[src/rtl/seg_reader_pkg.sv]
// rtl/seg_reader_pkg.sv - shared glyph constants, sizes and FSM state type for seg_reader
package seg_reader_pkg;

  localparam int SEG_W  = 7;
  localparam int DIGITS = 4;

  localparam logic [SEG_W-1:0] BLANK   = 7'b1111111;
  localparam logic [SEG_W-1:0] GLYPH_0 = 7'b0000001;
  localparam logic [SEG_W-1:0] GLYPH_1 = 7'b1001111;
  localparam logic [SEG_W-1:0] GLYPH_2 = 7'b0010010;
  localparam logic [SEG_W-1:0] GLYPH_3 = 7'b0000110;
  localparam logic [SEG_W-1:0] GLYPH_4 = 7'b1001100;
  localparam logic [SEG_W-1:0] GLYPH_5 = 7'b0100100;
  localparam logic [SEG_W-1:0] GLYPH_6 = 7'b0100000;
  localparam logic [SEG_W-1:0] GLYPH_7 = 7'b0001111;
  localparam logic [SEG_W-1:0] GLYPH_8 = 7'b0000000;
  localparam logic [SEG_W-1:0] GLYPH_9 = 7'b0001100;
  localparam logic [SEG_W-1:0] GLYPH_A = 7'b0001000;
  localparam logic [SEG_W-1:0] GLYPH_B = 7'b1100000;
  localparam logic [SEG_W-1:0] GLYPH_C = 7'b0110001;
  localparam logic [SEG_W-1:0] GLYPH_D = 7'b1000010;
  localparam logic [SEG_W-1:0] GLYPH_E = 7'b0110000;
  localparam logic [SEG_W-1:0] GLYPH_F = 7'b0111000;

  typedef enum logic [1:0] {
    ST_IDLE   = 2'd0,
    ST_SETTLE = 2'd1,
    ST_HELD   = 2'd2
  } state_t;

  // True when exactly one anode line is driven low.
  function automatic logic onehot_low(input logic [DIGITS-1:0] a);
    logic [DIGITS-1:0] n;
    n = ~a;
    return (n != '0) && ((n & (n - 1'b1)) == '0);
  endfunction

endpackage

[src/rtl/seg_reader_glyph.sv]
// rtl/seg_reader_glyph.sv - combinational 7-segment pattern to hex nibble lookup
module seg_glyph_decode
  import seg_reader_pkg::*;
(
  input  logic [SEG_W-1:0] pattern,
  output logic [3:0]       nibble,
  output logic             illegal
);

  // Table lookup; anything outside the sixteen glyphs reads as 0 and is flagged.
  always_comb begin
    nibble  = 4'h0;
    illegal = 1'b0;
    case (pattern)
      GLYPH_0: nibble = 4'h0;
      GLYPH_1: nibble = 4'h1;
      GLYPH_2: nibble = 4'h2;
      GLYPH_3: nibble = 4'h3;
      GLYPH_4: nibble = 4'h4;
      GLYPH_5: nibble = 4'h5;
      GLYPH_6: nibble = 4'h6;
      GLYPH_7: nibble = 4'h7;
      GLYPH_8: nibble = 4'h8;
      GLYPH_9: nibble = 4'h9;
      GLYPH_A: nibble = 4'hA;
      GLYPH_B: nibble = 4'hB;
      GLYPH_C: nibble = 4'hC;
      GLYPH_D: nibble = 4'hD;
      GLYPH_E: nibble = 4'hE;
      GLYPH_F: nibble = 4'hF;
      default: illegal = 1'b1;
    endcase
  end

endmodule

[src/rtl/seg_reader.sv]
// rtl/seg_reader.sv - recovers a 4-digit hex frame from a multiplexed 7-segment display bus
module seg_reader
  import seg_reader_pkg::*;
#(
  parameter int STABLE_CYCLES = 4
) (
  input  logic              clk,
  input  logic              reset,
  input  logic [DIGITS-1:0] an,
  input  logic [SEG_W-1:0]  LED,
  output logic [15:0]       value,
  output logic [DIGITS-1:0] digit_err,
  output logic              valid,
  input  logic              ready,
  output logic              overrun
);

  localparam logic [7:0] STABLE_N = 8'(STABLE_CYCLES);

  logic [DIGITS-1:0] an_q, an_p;
  logic [SEG_W-1:0]  led_q, led_p;
  state_t            state, next_state;
  logic [7:0]        cnt, next_cnt;
  logic              capture;
  logic [DIGITS-1:0] seen;
  logic [15:0]       slot_val;
  logic [DIGITS-1:0] slot_err;
  logic [3:0]        dec_nibble;
  logic              dec_illegal;
  logic              an_ok, an_same, sample_same;
  logic              frame_done, handshake;
  logic [DIGITS-1:0] sel;

  seg_glyph_decode u_decode (
    .pattern (led_q),
    .nibble  (dec_nibble),
    .illegal (dec_illegal)
  );

  assign an_ok       = onehot_low(an_q);
  assign an_same     = (an_q == an_p);
  assign sample_same = an_same && (led_q == led_p);
  assign sel         = ~an_q;
  assign frame_done  = (seen == {DIGITS{1'b1}});
  assign handshake   = valid && ready;

  // Input sample register plus one-sample history used for change detection.
  always_ff @(posedge clk) begin
    if (!reset) begin
      an_q  <= {DIGITS{1'b1}};
      an_p  <= {DIGITS{1'b1}};
      led_q <= BLANK;
      led_p <= BLANK;
    end else begin
      an_q  <= an;
      an_p  <= an_q;
      led_q <= LED;
      led_p <= led_q;
    end
  end

  // FSM state and stability counter.
  always_ff @(posedge clk) begin
    if (!reset) begin
      state <= ST_IDLE;
      cnt   <= 8'd0;
    end else begin
      state <= next_state;
      cnt   <= next_cnt;
    end
  end

  // Next-state logic: a digit is captured on the cycle its count reaches the threshold.
  always_comb begin
    next_state = state;
    next_cnt   = cnt;
    capture    = 1'b0;
    case (state)
      ST_IDLE: begin
        if (an_ok) begin
          next_state = ST_SETTLE;
          next_cnt   = 8'd1;
        end
      end
      ST_SETTLE: begin
        if (!an_ok) begin
          next_state = ST_IDLE;
          next_cnt   = 8'd0;
        end else if (!sample_same) begin
          next_cnt = 8'd1;
        end else begin
          next_cnt = cnt + 8'd1;
        end
      end
      ST_HELD: begin
        if (!an_same) begin
          if (an_ok) begin
            next_state = ST_SETTLE;
            next_cnt   = 8'd1;
          end else begin
            next_state = ST_IDLE;
            next_cnt   = 8'd0;
          end
        end
      end
      default: begin
        next_state = ST_IDLE;
        next_cnt   = 8'd0;
      end
    endcase
    if (next_state == ST_SETTLE && next_cnt == STABLE_N) begin
      capture    = 1'b1;
      next_state = ST_HELD;
    end
  end

  // Working slots and seen marks; a recapture overwrites, completion clears the marks.
  always_ff @(posedge clk) begin
    if (!reset) begin
      seen     <= '0;
      slot_val <= 16'h0000;
      slot_err <= '0;
    end else begin
      seen <= (frame_done ? {DIGITS{1'b0}} : seen) | (capture ? sel : {DIGITS{1'b0}});
      for (int k = 0; k < DIGITS; k++) begin
        if (capture && sel[k]) begin
          slot_val[4*k +: 4] <= dec_nibble;
          slot_err[k]        <= dec_illegal;
        end
      end
    end
  end

  // Output frame with valid/ready hold, drop-on-busy and sticky overrun.
  always_ff @(posedge clk) begin
    if (!reset) begin
      value     <= 16'h0000;
      digit_err <= '0;
      valid     <= 1'b0;
      overrun   <= 1'b0;
    end else begin
      if (frame_done && (!valid || handshake)) begin
        value     <= slot_val;
        digit_err <= slot_err;
        valid     <= 1'b1;
      end else if (handshake) begin
        valid <= 1'b0;
      end
      if (frame_done && valid && !ready) begin
        overrun <= 1'b1;
      end else if (handshake) begin
        overrun <= 1'b0;
      end
    end
  end

endmodule

[config.mk]
export PLATFORM = sky130hd
export DESIGN_NAME = seg_reader
export DESIGN_NICKNAME = d
export VERILOG_FILES = /design/src/rtl/seg_reader_pkg.sv /design/src/rtl/seg_reader_glyph.sv /design/src/rtl/seg_reader.sv
export SDC_FILE = /design/constraint.sdc
export NUM_CORES = 1
export LEC_CHECK = 0
export CORE_ASPECT_RATIO = 1.75
export CORE_MARGIN = 5
export CORE_UTILIZATION = 49
export DETAILED_ROUTE_END_ITERATION = 6
export PLACE_DENSITY = 0.7
export SYNTH_ARGS = -nofsm -noshare
export SYNTH_HDL_FRONTEND = slang
export SYNTH_HIERARCHICAL = 1
export SYNTH_SLANG_ARGS = --single-unit
[constraint.sdc]
create_clock -name clk -period 6 [get_ports clk]
set_input_delay 0.9 -clock clk [delete_from_list [all_inputs] [get_ports clk]]
set_output_delay 0.9 -clock clk [all_outputs]
set_load 0.005 [all_outputs]
**Word level (Yosys, flattened, before mapping)**

Cells that the tools add are included.

- Memories: 0
- Bits in read-only memories: 0
- Input port bits: 14
- Memory bits (writable): 0
- Word-level logic and storage cells: 90
- Bits in registers: 78
- Latch bits: 0
- Output and inout port bits: 22

- Bitwise gates (word level): 4
- Eq/ne operators: 22
- Order comparisons: 0
- Shift operators: 0
- Multiplexer cells: 20
- Reduce and logical (&&, ||, !) cells: 22
- Div/mod/pow operators: 0
- $mul: 0
- Add/subtract/negate cells: 2

Operators with widths:

| kind | count |
|---|---|
| $pmux 4 s15 | 1 |
| $eq 7x6->1 const B | 5 |
| $mux 8 | 4 |
| $eq 7x7->1 const B | 4 |
| $pmux 8 s3 | 1 |
| $eq 7x4->1 const B | 3 |
| $reduce_or 16->1 | 1 |
| $logic_and 1x1->1 | 11 |
| $add 8x1->8 const B | 1 |
| $eq 8x3->1 const B | 1 |
| $mux 2 | 4 |
| $mux 4 | 2 |
| $eq 7x1->1 const B | 1 |
| $eq 7x3->1 const B | 1 |
| $eq 7x5->1 const B | 1 |
| $eq 7x7->1 | 1 |
| $logic_not 7->1 | 1 |
| $mux 1 | 7 |
| $pmux 2 s3 | 1 |
| $and 4x4->4 | 1 |
| $eq 2x1->1 const B | 2 |
| $eq 4x4->1 | 1 |
| $eq 4x4->1 const B | 1 |
| $logic_not 4->1 | 1 |
| 11 further kinds | 13 |

**Longest topological paths before layout**

Gate-level depths: netlist (run 1).

- Word-level depth: 13
- Depth in mapped cells: 10
- Gate-level depth less buffers: 7

**Cells and area by module**

The synthesis (run 1) kept the hierarchy.

Modules (own cells, without submodules):

| module | instances | area each (um^2) | cells each | seq. area each (um^2) |
|---|---|---|---|---|
| seg_reader | 1 | 3,206.8 | 338 | 1,561.5 |
| seg_glyph_decode | 1 | 405.4 | 63 | 0.0 |

**Least setup slack after synthesis (run 1)**

No wires, ideal clock.

- Path kind: flip-flop to flip-flop
- Start point: reg an_q[3]
- End point: reg slot_err[0]
- Slack: 3.336 ns
- Stages on the path, launching flop included: 9
- Arrival: 2.593 ns
- Setup time: 0.072 ns
- Clock period less this slack: 2.664 ns
- Data required time: 5.928 ns
- Path buffers: 1
- Cells stage by stage: dfxtp_1 buf_4 xor2_1 nor4_4 nand3_2 or4b_1 a32o_2 nor4_4 mux2i_1

- Word-level cells in the longest chain between the ends: 12
- Elaborated cells on any way between the ends: 24
- Classes of those cells: add/sub: 1; eq/ne: 3; mux: 12; bitwise: 2; reduce/logical: 6

Ends and longest elaborated chain:

| element | RTL line | source |
|---|---|---|
| start, declared | seg_reader.sv:20 | `logic [DIGITS-1:0] an_q, an_p;` |
| start signal, assigned | seg_reader.sv:50 | `an_q <= {DIGITS{1'b1}};` |
| start signal, assigned | seg_reader.sv:55 | `an_q <= an;` |
| $not 4->4 | seg_reader_pkg.sv:34 | `n = ~a;` |
| $sub 4x1->4 | seg_reader_pkg.sv:35 | `return (n != '0) && ((n & (n - 1'b1)) == '0);` |
| $and 4x4->4 | seg_reader_pkg.sv:35 |  |
| $logic_not 4->1 | seg_reader_pkg.sv:35 |  |
| $logic_and 1x1->1 | seg_reader_pkg.sv:35 |  |
| $mux 1 | seg_reader.sv:97 | `if (an_ok) begin` |
| $mux 8 / $mux 2 (equally long branches) | seg_reader.sv:96 | `if (!an_same) begin` |
| $pmux 8 s3 / $pmux 2 s3 (equally long branches) | seg_reader.sv:78 | `case (state)` |
| $eq 8x3->1 / $eq 2x1->1 (equally long branches) | seg_reader.sv:111 | `if (next_state == ST_SETTLE && next_cnt == STABLE_N) begin` |
| $logic_and 1x1->1 (*) | seg_reader.sv:111 |  |
| $mux 1 (*) | seg_reader.sv:111 |  |
| $logic_and 1x1->1 (*) | seg_reader.sv:126 | `if (capture && sel[k]) begin` |
| end signal, assigned by index | seg_reader.sv:128 | `slot_err[k] <= dec_illegal;` |
| end, declared | seg_reader.sv:27 | `logic [DIGITS-1:0] slot_err;` |

Every way passes the cells marked *; elsewhere a longest branch is shown, timed or not.
A chain may end at the register's enable or synchronous reset.

**Worst setup path in the final report (run 1)**

- Start point: reg led_q[5]
- End point: reg slot_val[12]

- Word-level cells in the longest chain between the ends: 9
- Elaborated cells on any way between the ends: 25
- Classes of those cells: eq/ne: 16; mux: 5; reduce/logical: 4

Ends and longest elaborated chain:

| element | RTL line | source |
|---|---|---|
| start, declared | seg_reader.sv:21 | `logic [SEG_W-1:0] led_q, led_p;` |
| start signal, assigned | seg_reader.sv:52 | `led_q <= BLANK;` |
| start signal, assigned | seg_reader.sv:57 | `led_q <= LED;` |
| $eq 7x7->1 | seg_reader.sv:42 | `assign sample_same = an_same && (led_q == led_p);` |
| $logic_and 1x1->1 | seg_reader.sv:42 |  |
| $mux 8 | seg_reader.sv:89 | `end else if (!sample_same) begin` |
| $mux 8 | seg_reader.sv:86 | `if (!an_ok) begin` |
| $pmux 8 s3 | seg_reader.sv:78 |  |
| $eq 8x3->1 | seg_reader.sv:111 |  |
| $logic_and 1x1->1 | seg_reader.sv:111 |  |
| $mux 1 | seg_reader.sv:111 |  |
| $logic_and 1x1->1 | seg_reader.sv:126 |  |
| end signal, assigned by index | seg_reader.sv:127 | `slot_val[4*k +: 4] <= dec_nibble;` |
| end, declared | seg_reader.sv:26 | `logic [15:0] slot_val;` |

Parallel ways exist; a longest one is shown, timed or not.

==> results.py, run 1 <==
metrics = {
    "outcome": {
        "status": "complete, no violations",
    },
    "floorplan": {
        "die_w_um": 74.9,
        "floorplan.die.height_um": 124,
        "dieArea_mm2": 0.00926,
        "start_util_pct": 50.3,
        "floorplan.io_pins": 36,
        "core-area_mm2": 0.00718,
        "row_count": 41,
    },
    "worst_setup_path": {
        "critPathMaxStageDelay_ns": 0.65,
        "ff2ff_setup_slack_ns": 2.86,
        "critical_path.endpoint_type": "flop",
        "regToRegStartpoint": "led_q[5]",
        "critical_path.cell_chain": "xor2_1 > nor4b_1 > nand3_2 > or4b_1 > a32o_2 > nor4_4 > mux2i_1",
        "path_max_fanout": 17,
        "path_depth_of_the_worst_reg2reg_path": 7,
        "worst-endpoint-arrival_ns": 3.40,
        "worstPathRequired_ns": 6.26,
        "setup.worst_path.start": "led_q[5]",
        "critical_path.n_buffers_inverters": 0,
        "setup.worst_path.class": "reg -> reg",
        "cp-start-kind": "flop",
        "critical_path_depth": 7,
        "cp_top_family": "simple AND/OR/NAND/NOR gates",
        "worst_path_max_delay_cell": "sky130_fd_sc_hd__dfxtp_1",
    },
    "global_route": {
        "first_pass_grt_wire_length_um": 12900,
        "vias_in_the_first_global_route": 2782,
        "grt_most_used_layer": "met2",
        "met2_routing_resource_usage_after_global_routing_pct": 30.6,
        "pin_count_of_the_biggest_net_entering_global_routing": 53,
        "use_met1_pct": 20.5,
        "grtUsageTotal_pct": 18.1,
        "grt_remaining_overflow": 0,
        "grt_antenna_before_repair": 0,
        "grt_util_met3_pct": 4.44,
    },
    "finish": {
        "multi_input_area_mm2": 0.00190,
        "fillers": 663,
        "stdcell_area_mm2": 0.00425,
        "area.sequential_mm2": 0.00156,
        "post_route_cells_drive_above_1_share_pct": 6.32,
        "insertedDiodeCount": 0,
        "nets": 438,
        "layout-area-overhead-vs-synth_pct": 17.7,
    },
    "logic_synthesis": {
        "synthesized_area_mm2": 0.00361,
        "synth.ff_latch_count": 78,
        "synth_xor_area_share_pct": 3.64,
        "fraction_of_the_mapped_netlist_area_in_simple_logic_gates_pct": 30.0,
        "synthDistinctLibCells": 61,
        "yosys_warnings": 6,
        "syn_area_per_cell_um2": 9.01,
        "synthCells": 401,
        "async_flop_share_pct": 0,
        "synth_sequential_area_ratio_pct": 43.2,
        "synth_top_family_by_area": "simple AND/OR/NAND/NOR gates",
        "synth-adder-area-share_pct": 0.346,
        "synth.net_count": 416,
        "synth_compound_gate_area_share_pct": 13.0,
        "number_of_synthesized_flops_with_an_enable_pin": 0,
        "fraction_of_synthesized_area_in_multiplexers_pct": 5.54,
        "synth_ff_type": "sky130_fd_sc_hd__dfxtp_1",
    },
    "clock_network": {
        "cts_post_setup_buffers_inserted": 0,
        "ctsLongestPathBuffers": 2,
        "htreeDepth": 3,
        "worst_setup_hold_path_clk_slew_ns": 0.05,
        "cts_hold_buf": 0,
        "cts_tree": "yes",
        "tritoncts.num_buffers": 9,
        "cts_root_buffer": "sky130_fd_sc_hd__clkbuf_16",
        "cts_resized": 0,
        "number_of_sinks_on_the_clock_net": 78,
        "insertion_delay_to_the_later_sink_of_the_worst_skew_pair_ns": 0.34,
    },
    "timing": {
        "highest_attainable_clock_frequency_mhz": 319,
        "slew_viol_final": 0,
        "min_period_ns": 3.14,
        "period_share_pct": 52.3,
        "worst_clock_skew_ns": 0.00598,
        "grt_setup_unrepaired": "no",
        "hold_violations": 0,
        "tightest_slew_ns": 0.905,
        "setup_viol_count_final": 0,
        "timing.slew.headroom_pct": 39.3,
        "setup_tns_ns": 0,
    },
    "placement": {
        "port_buffers": 35,
        "dp_hpwl_um": 5230,
        "placedInstanceArea_mm2": 0.00395,
        "place_congestion": 0.840,
    },
    "flow_run": {
        "drv.max_cap_violation_count": 0,
    },
    "detailed_routing": {
        "final_wirelength_um": 7400,
        "routed-via-count": 2797,
        "route.detailed.drc": 0,
        "post_route_ant_nets": 0,
        "route.detailed.vias_per_inst": 5.45,
        "detailedRoute.firstPassIterationCount": 4,
        "routed_wire_length_per_instance_um": 14.4,
        "first_iter_violations": 144,
    },
    "worst_hold_path": {
        "worstHoldStart": "slot_err[3]",
        "hold_depth": 2,
        "timing.hold.worst.class": "reg -> reg",
    },
    "power_and_ir_drop": {
        "final_total_pwr_mw": 1.18,
        "ir_drop_mv": 0.214,
        "power_density_over_the_cells_mw_per_mm2": 276,
        "p_leak_nw": 1.41,
    },
}
==> kinds of logic after synthesis <==
| kind of cell | count (synthesis) |
|---|---|
| AOI/OAI and AO/OA | 65 |
| xor gates and xnor gates | 15 |
| adders and majority gates | 1 |
| buffers and inverters | 31 |
| DFF | 78 |
| muxes | 20 |
| and+or+nand+nor | 191 |
==> layer usage <==
layer | up-vias | wire length, µm
met3 | 17 | 273
met1 | 1294 | 3020
met4 | 0 | 214
met5 | - | 0
li1 | 1439 | -
met2 | 47 | 3900
==> cells in the mapped netlist (2+ instances only) <==
cell type | number | share of area [%]
sky130_fd_sc_hd__a31oi_1 | 2 | 0.35
sky130_fd_sc_hd__o31ai_1 | 2 | 0.42
sky130_fd_sc_hd__and2_1 | 6 | 1.0
sky130_fd_sc_hd__nand4_1 | 5 | 0.87
sky130_fd_sc_hd__nor3b_1 | 4 | 0.83
sky130_fd_sc_hd__xnor2_1 | 2 | 0.49
sky130_fd_sc_hd__mux2i_1 | 20 | 5.5
sky130_fd_sc_hd__nor4bb_1 | 3 | 0.83
sky130_fd_sc_hd__dfxtp_1 | 78 | 43
sky130_fd_sc_hd__a21oi_1 | 9 | 1.2
sky130_fd_sc_hd__xor2_1 | 13 | 3.2
sky130_fd_sc_hd__a21boi_0 | 21 | 4.4
sky130_fd_sc_hd__and4b_1 | 3 | 0.83
sky130_fd_sc_hd__nor3_1 | 9 | 1.2
sky130_fd_sc_hd__nand3b_1 | 4 | 0.83
sky130_fd_sc_hd__nor4_1 | 4 | 0.69
sky130_fd_sc_hd__or4_1 | 2 | 0.42
sky130_fd_sc_hd__o21ai_0 | 9 | 1.2
sky130_fd_sc_hd__nor2b_1 | 6 | 1.0
sky130_fd_sc_hd__o21a_1 | 5 | 1.0
sky130_fd_sc_hd__and3_1 | 2 | 0.35
sky130_fd_sc_hd__nor2_1 | 15 | 1.6
sky130_fd_sc_hd__buf_4 | 6 | 1.2
sky130_fd_sc_hd__nor4_4 | 5 | 2.9
sky130_fd_sc_hd__a211o_1 | 2 | 0.49
sky130_fd_sc_hd__or3_1 | 4 | 0.69
sky130_fd_sc_hd__clkbuf_1 | 14 | 1.5
sky130_fd_sc_hd__nand3_1 | 4 | 0.55
sky130_fd_sc_hd__nand2_1 | 77 | 8.0
sky130_fd_sc_hd__nand2b_1 | 24 | 4.2
sky130_fd_sc_hd__nor4b_1 | 4 | 0.97
sky130_fd_sc_hd__buf_2 | 4 | 0.55
sky130_fd_sc_hd__inv_1 | 5 | 0.52
==> layout by cell type, fill, tap and decap left out, types with 6 or more instances in the layout <==
cell type,instances
sky130_fd_sc_hd__nor3_1,9
sky130_fd_sc_hd__mux2i_1,20
sky130_fd_sc_hd__xor2_1,13
sky130_fd_sc_hd__clkbuf_16,9
sky130_fd_sc_hd__nand2b_1,24
sky130_fd_sc_hd__nand2_1,77
sky130_fd_sc_hd__a21boi_0,21
sky130_fd_sc_hd__and2_1,6
sky130_fd_sc_hd__dfxtp_1,78
sky130_fd_sc_hd__a21oi_1,9
sky130_fd_sc_hd__nor2_1,15
sky130_fd_sc_hd__nor2b_1,6
sky130_fd_sc_hd__o21ai_0,9
sky130_fd_sc_hd__clkdlybuf4s50_1,34
==> report_power, final <==
group          switching (mW)  total [mW]  internal, mW
clock network           0.201       0.562         0.361
registers              0.0171       0.544         0.527
logic                  0.0367      0.0690        0.0323
==> worst paths after layout <==
path | end
max | slot_val[12]
min | slot_err[3]
max reg2reg | slot_val[12]
min reg2reg | slot_err[3]
==> state kept, by name (all words and copies together) (netlist names) <==
register and count:
an_q 4, value 16, digit_err 4, led_p 7, state 2, slot_val 16, an_p 4, seen 4
led_q 7, slot_err 4, overrun 1, cnt 8, valid 1
==> worst reg2reg max path, cell delays in order (launching register included) <==
cell and delay [ns]:
sky130_fd_sc_hd__dfxtp_1 0.65, sky130_fd_sc_hd__xor2_1 0.16, sky130_fd_sc_hd__nor4b_1 0.42, sky130_fd_sc_hd__nand3_2 0.20, sky130_fd_sc_hd__or4b_1 0.52, sky130_fd_sc_hd__a32o_2 0.37, sky130_fd_sc_hd__nor4_4 0.50, sky130_fd_sc_hd__mux2i_1 0.25
==> area by class of cell <==
type	count	share of cell area, %
Multi-Input combinational cell	292	44.7
Tap cell	86	2.53
Sequential cell	78	36.7
Clock inverter	4	1.71
Inverter	5	0.441
Clock buffer	11	5.47
Timing Repair Buffer	37	8.47
==> per-stage QoR <==
stage / setup WS (ns) / hold slack [ns] / util, % / instances
after floorplan: 3.34 / 0.435 / - / 401
after global placement: 3.01 / 0.445 / 55.0 / 498
after detailed placement: 2.90 / 0.448 / 55.0 / 498
after CTS: 2.86 / 0.459 / 59.2 / 513
after global routing: 2.60 / 0.471 / 59.2 / 513
final: 2.86 / 0.457 / 59.2 / 513
(Power assumes the default switching activity.)
==> run 2, diff against run 1 <==
==> constraint.sdc (replaced) <==
create_clock -name clk -period 3.17 [get_ports clk]
set_input_delay 0.4755 -clock clk [delete_from_list [all_inputs] [get_ports clk]]
set_output_delay 0.4755 -clock clk [all_outputs]
set_load 0.005 [all_outputs]
==> run 2 against run 1 <==
  * Routed wire length is 2.8% lower
  * Largest power group unchanged
  * Sequential share of layout area decreased by 0.94 points
  * Combinational power grew 120%
  * Die area stayed put
  * Fmax is 7.1% higher
==> results.py, run 2 (same netlist as run 1, synthesis figures left out) <==
metrics = {
    "outcome": {
        "status": "complete, no violations",
    },
    "timing": {
        "grt_setup_unrepaired": "no",
        "setup_tns_ns": 0,
        "highest_attainable_clock_frequency_mhz": 341,
        "worst_clock_skew_ns": 0.00603,
        "setup_viol_count_final": 0,
        "hold_violations": 0,
        "tightest_slew_ns": 0.863,
        "min_period_ns": 2.93,
        "timing.slew.headroom_pct": 42.1,
        "period_share_pct": 92.5,
        "final.setup.worst_slack_ns": 0.239,
        "slew_viol_final": 0,
    },
    "placement": {
        "place_congestion": 0.875,
        "dp_hpwl_um": 5160,
        "post-place-ws_ns": 0.257,
        "port_buffers": 35,
        "placedInstanceArea_mm2": 0.00403,
    },
    "clock_network": {
        "cts_root_buffer": "sky130_fd_sc_hd__clkbuf_16",
        "cts_post_setup_buffers_inserted": 0,
        "cts_resized": 0,
        "insertion_delay_to_the_later_sink_of_the_worst_skew_pair_ns": 0.33,
        "number_of_sinks_on_the_clock_net": 78,
        "cts_hold_buf": 0,
        "tritoncts.num_buffers": 9,
        "cts_tree": "yes",
        "worst_setup_hold_path_clk_slew_ns": 0.06,
        "ctsLongestPathBuffers": 2,
        "htreeDepth": 3,
    },
    "detailed_routing": {
        "route.detailed.drc": 0,
        "detailedRoute.firstPassIterationCount": 4,
        "metal2_wl_um": 3830,
        "final_wirelength_um": 7200,
        "uppermost_layer_routed": "met4",
        "route.detailed.vias_per_inst": 5.40,
        "first_iter_violations": 193,
        "m1WireLength_um": 2980,
        "routed_wire_length_per_instance_um": 13.7,
        "routed-via-count": 2835,
        "post_route_ant_nets": 0,
        "met3_length_um": 248,
    },
    "finish": {
        "final_cell_mix": "sky130_fd_sc_hd__dfxtp_1, sky130_fd_sc_hd__nand2_1, sky130_fd_sc_hd__clkdlybuf4s50_1",
        "top_regs": "slot_val x16, value x16, cnt x8",
        "insertedDiodeCount": 0,
        "post_route_cells_drive_above_1_share_pct": 9.34,
        "nets": 449,
        "layout.cells.most_common": "sky130_fd_sc_hd__dfxtp_1",
        "layout-area-overhead-vs-synth_pct": 20.8,
        "stdcell_area_mm2": 0.00436,
    },
    "worst_hold_path": {
        "hold_depth": 2,
        "timing.hold.worst.class": "reg -> reg",
    },
    "global_route": {
        "pin_count_of_the_biggest_net_entering_global_routing": 32,
        "grtUsageTotal_pct": 17.0,
        "grt_remaining_overflow": 0,
        "vias_in_the_first_global_route": 2591,
        "first_pass_grt_wire_length_um": 12000,
        "grt_antenna_before_repair": 0,
    },
    "floorplan": {
        "die_w_um": 74.9,
        "core-area_mm2": 0.00718,
        "floorplan.io_pins": 36,
        "floorplan.die.height_um": 124,
        "dieArea_mm2": 0.00926,
        "row_count": 41,
        "start_util_pct": 50.3,
    },
    "worst_setup_path": {
        "worst-endpoint-arrival_ns": 3.19,
        "worstPathRequired_ns": 3.43,
        "path_max_fanout": 7,
        "critical_path.endpoint_type": "flop",
        "path_depth_of_the_worst_reg2reg_path": 7,
        "cp-start-kind": "flop",
        "setup.worst_path.class": "reg -> reg",
    },
    "power_and_ir_drop": {
        "ir_drop_mv": 0.560,
        "p_leak_nw": 1.48,
        "power_density_over_the_cells_mw_per_mm2": 524,
    },
    "flow_run": {
        "drv.max_cap_violation_count": 0,
    },
}
==> run 2: worst paths after layout <==
| check | from | end | slack, ns |
|---|---|---|---|
| worst max-delay path | an_q[3] | slot_val[6] | 0.24 |
| worst min-delay path | slot_err[2] | slot_err[2] | 0.46 |
| worst max register to register | an_q[3] | slot_val[6] | 0.24 |
| worst min register to register | slot_err[2] | slot_err[2] | 0.46 |
==> run 2: cell type report <==
cell class	instances	area [µm²]
Clock buffer	11	253
Clock inverter	5	81.3
Fill cell	648	2820
Inverter	5	18.8
Multi-Input combinational cell	292	1900
Sequential cell	78	1560
Tap cell	86	108
Timing Repair Buffer	48	443
==> run 2: worst max-delay path, stage by stage (launching register included) <==
cell                      delay [ns]
sky130_fd_sc_hd__dfxtp_1        0.47
sky130_fd_sc_hd__xor2_1         0.17
sky130_fd_sc_hd__nor4_4         0.41
sky130_fd_sc_hd__nand3_2        0.21
sky130_fd_sc_hd__or4b_1         0.51
sky130_fd_sc_hd__a32o_2         0.36
sky130_fd_sc_hd__nor4_4         0.47
sky130_fd_sc_hd__mux2i_1        0.24
==> run 2: layer usage <==
layer  up-vias  global-route usage (%)
li1       1460                       -
met1      1311                    18.9
met2        52                    28.9
met3        12                    4.85
met4         0                    8.57
met5         -                       0
==> run 2: report_power, final <==
part	switching (mW)	internal (mW)	leakage [nW]
logic	0.0856	0.0693	0.685
clock network	0.387	0.731	0.162
registers	0.0170	0.997	0.634
==> run 2: stage by stage <==
| step | total power [mW] | util (%) | hold WS, ns | cells |
|---|---|---|---|---|
| floorplan | 1.15 | - | 0.435 | 401 |
| global placement | 1.19 | 56.1 | 0.443 | 509 |
| detailed placement | 1.19 | 56.1 | 0.448 | 509 |
| CTS | 2.31 | 60.8 | 0.458 | 525 |
| global route | 2.38 | 60.8 | 0.476 | 525 |
| finish | 2.29 | 60.8 | 0.456 | 525 |
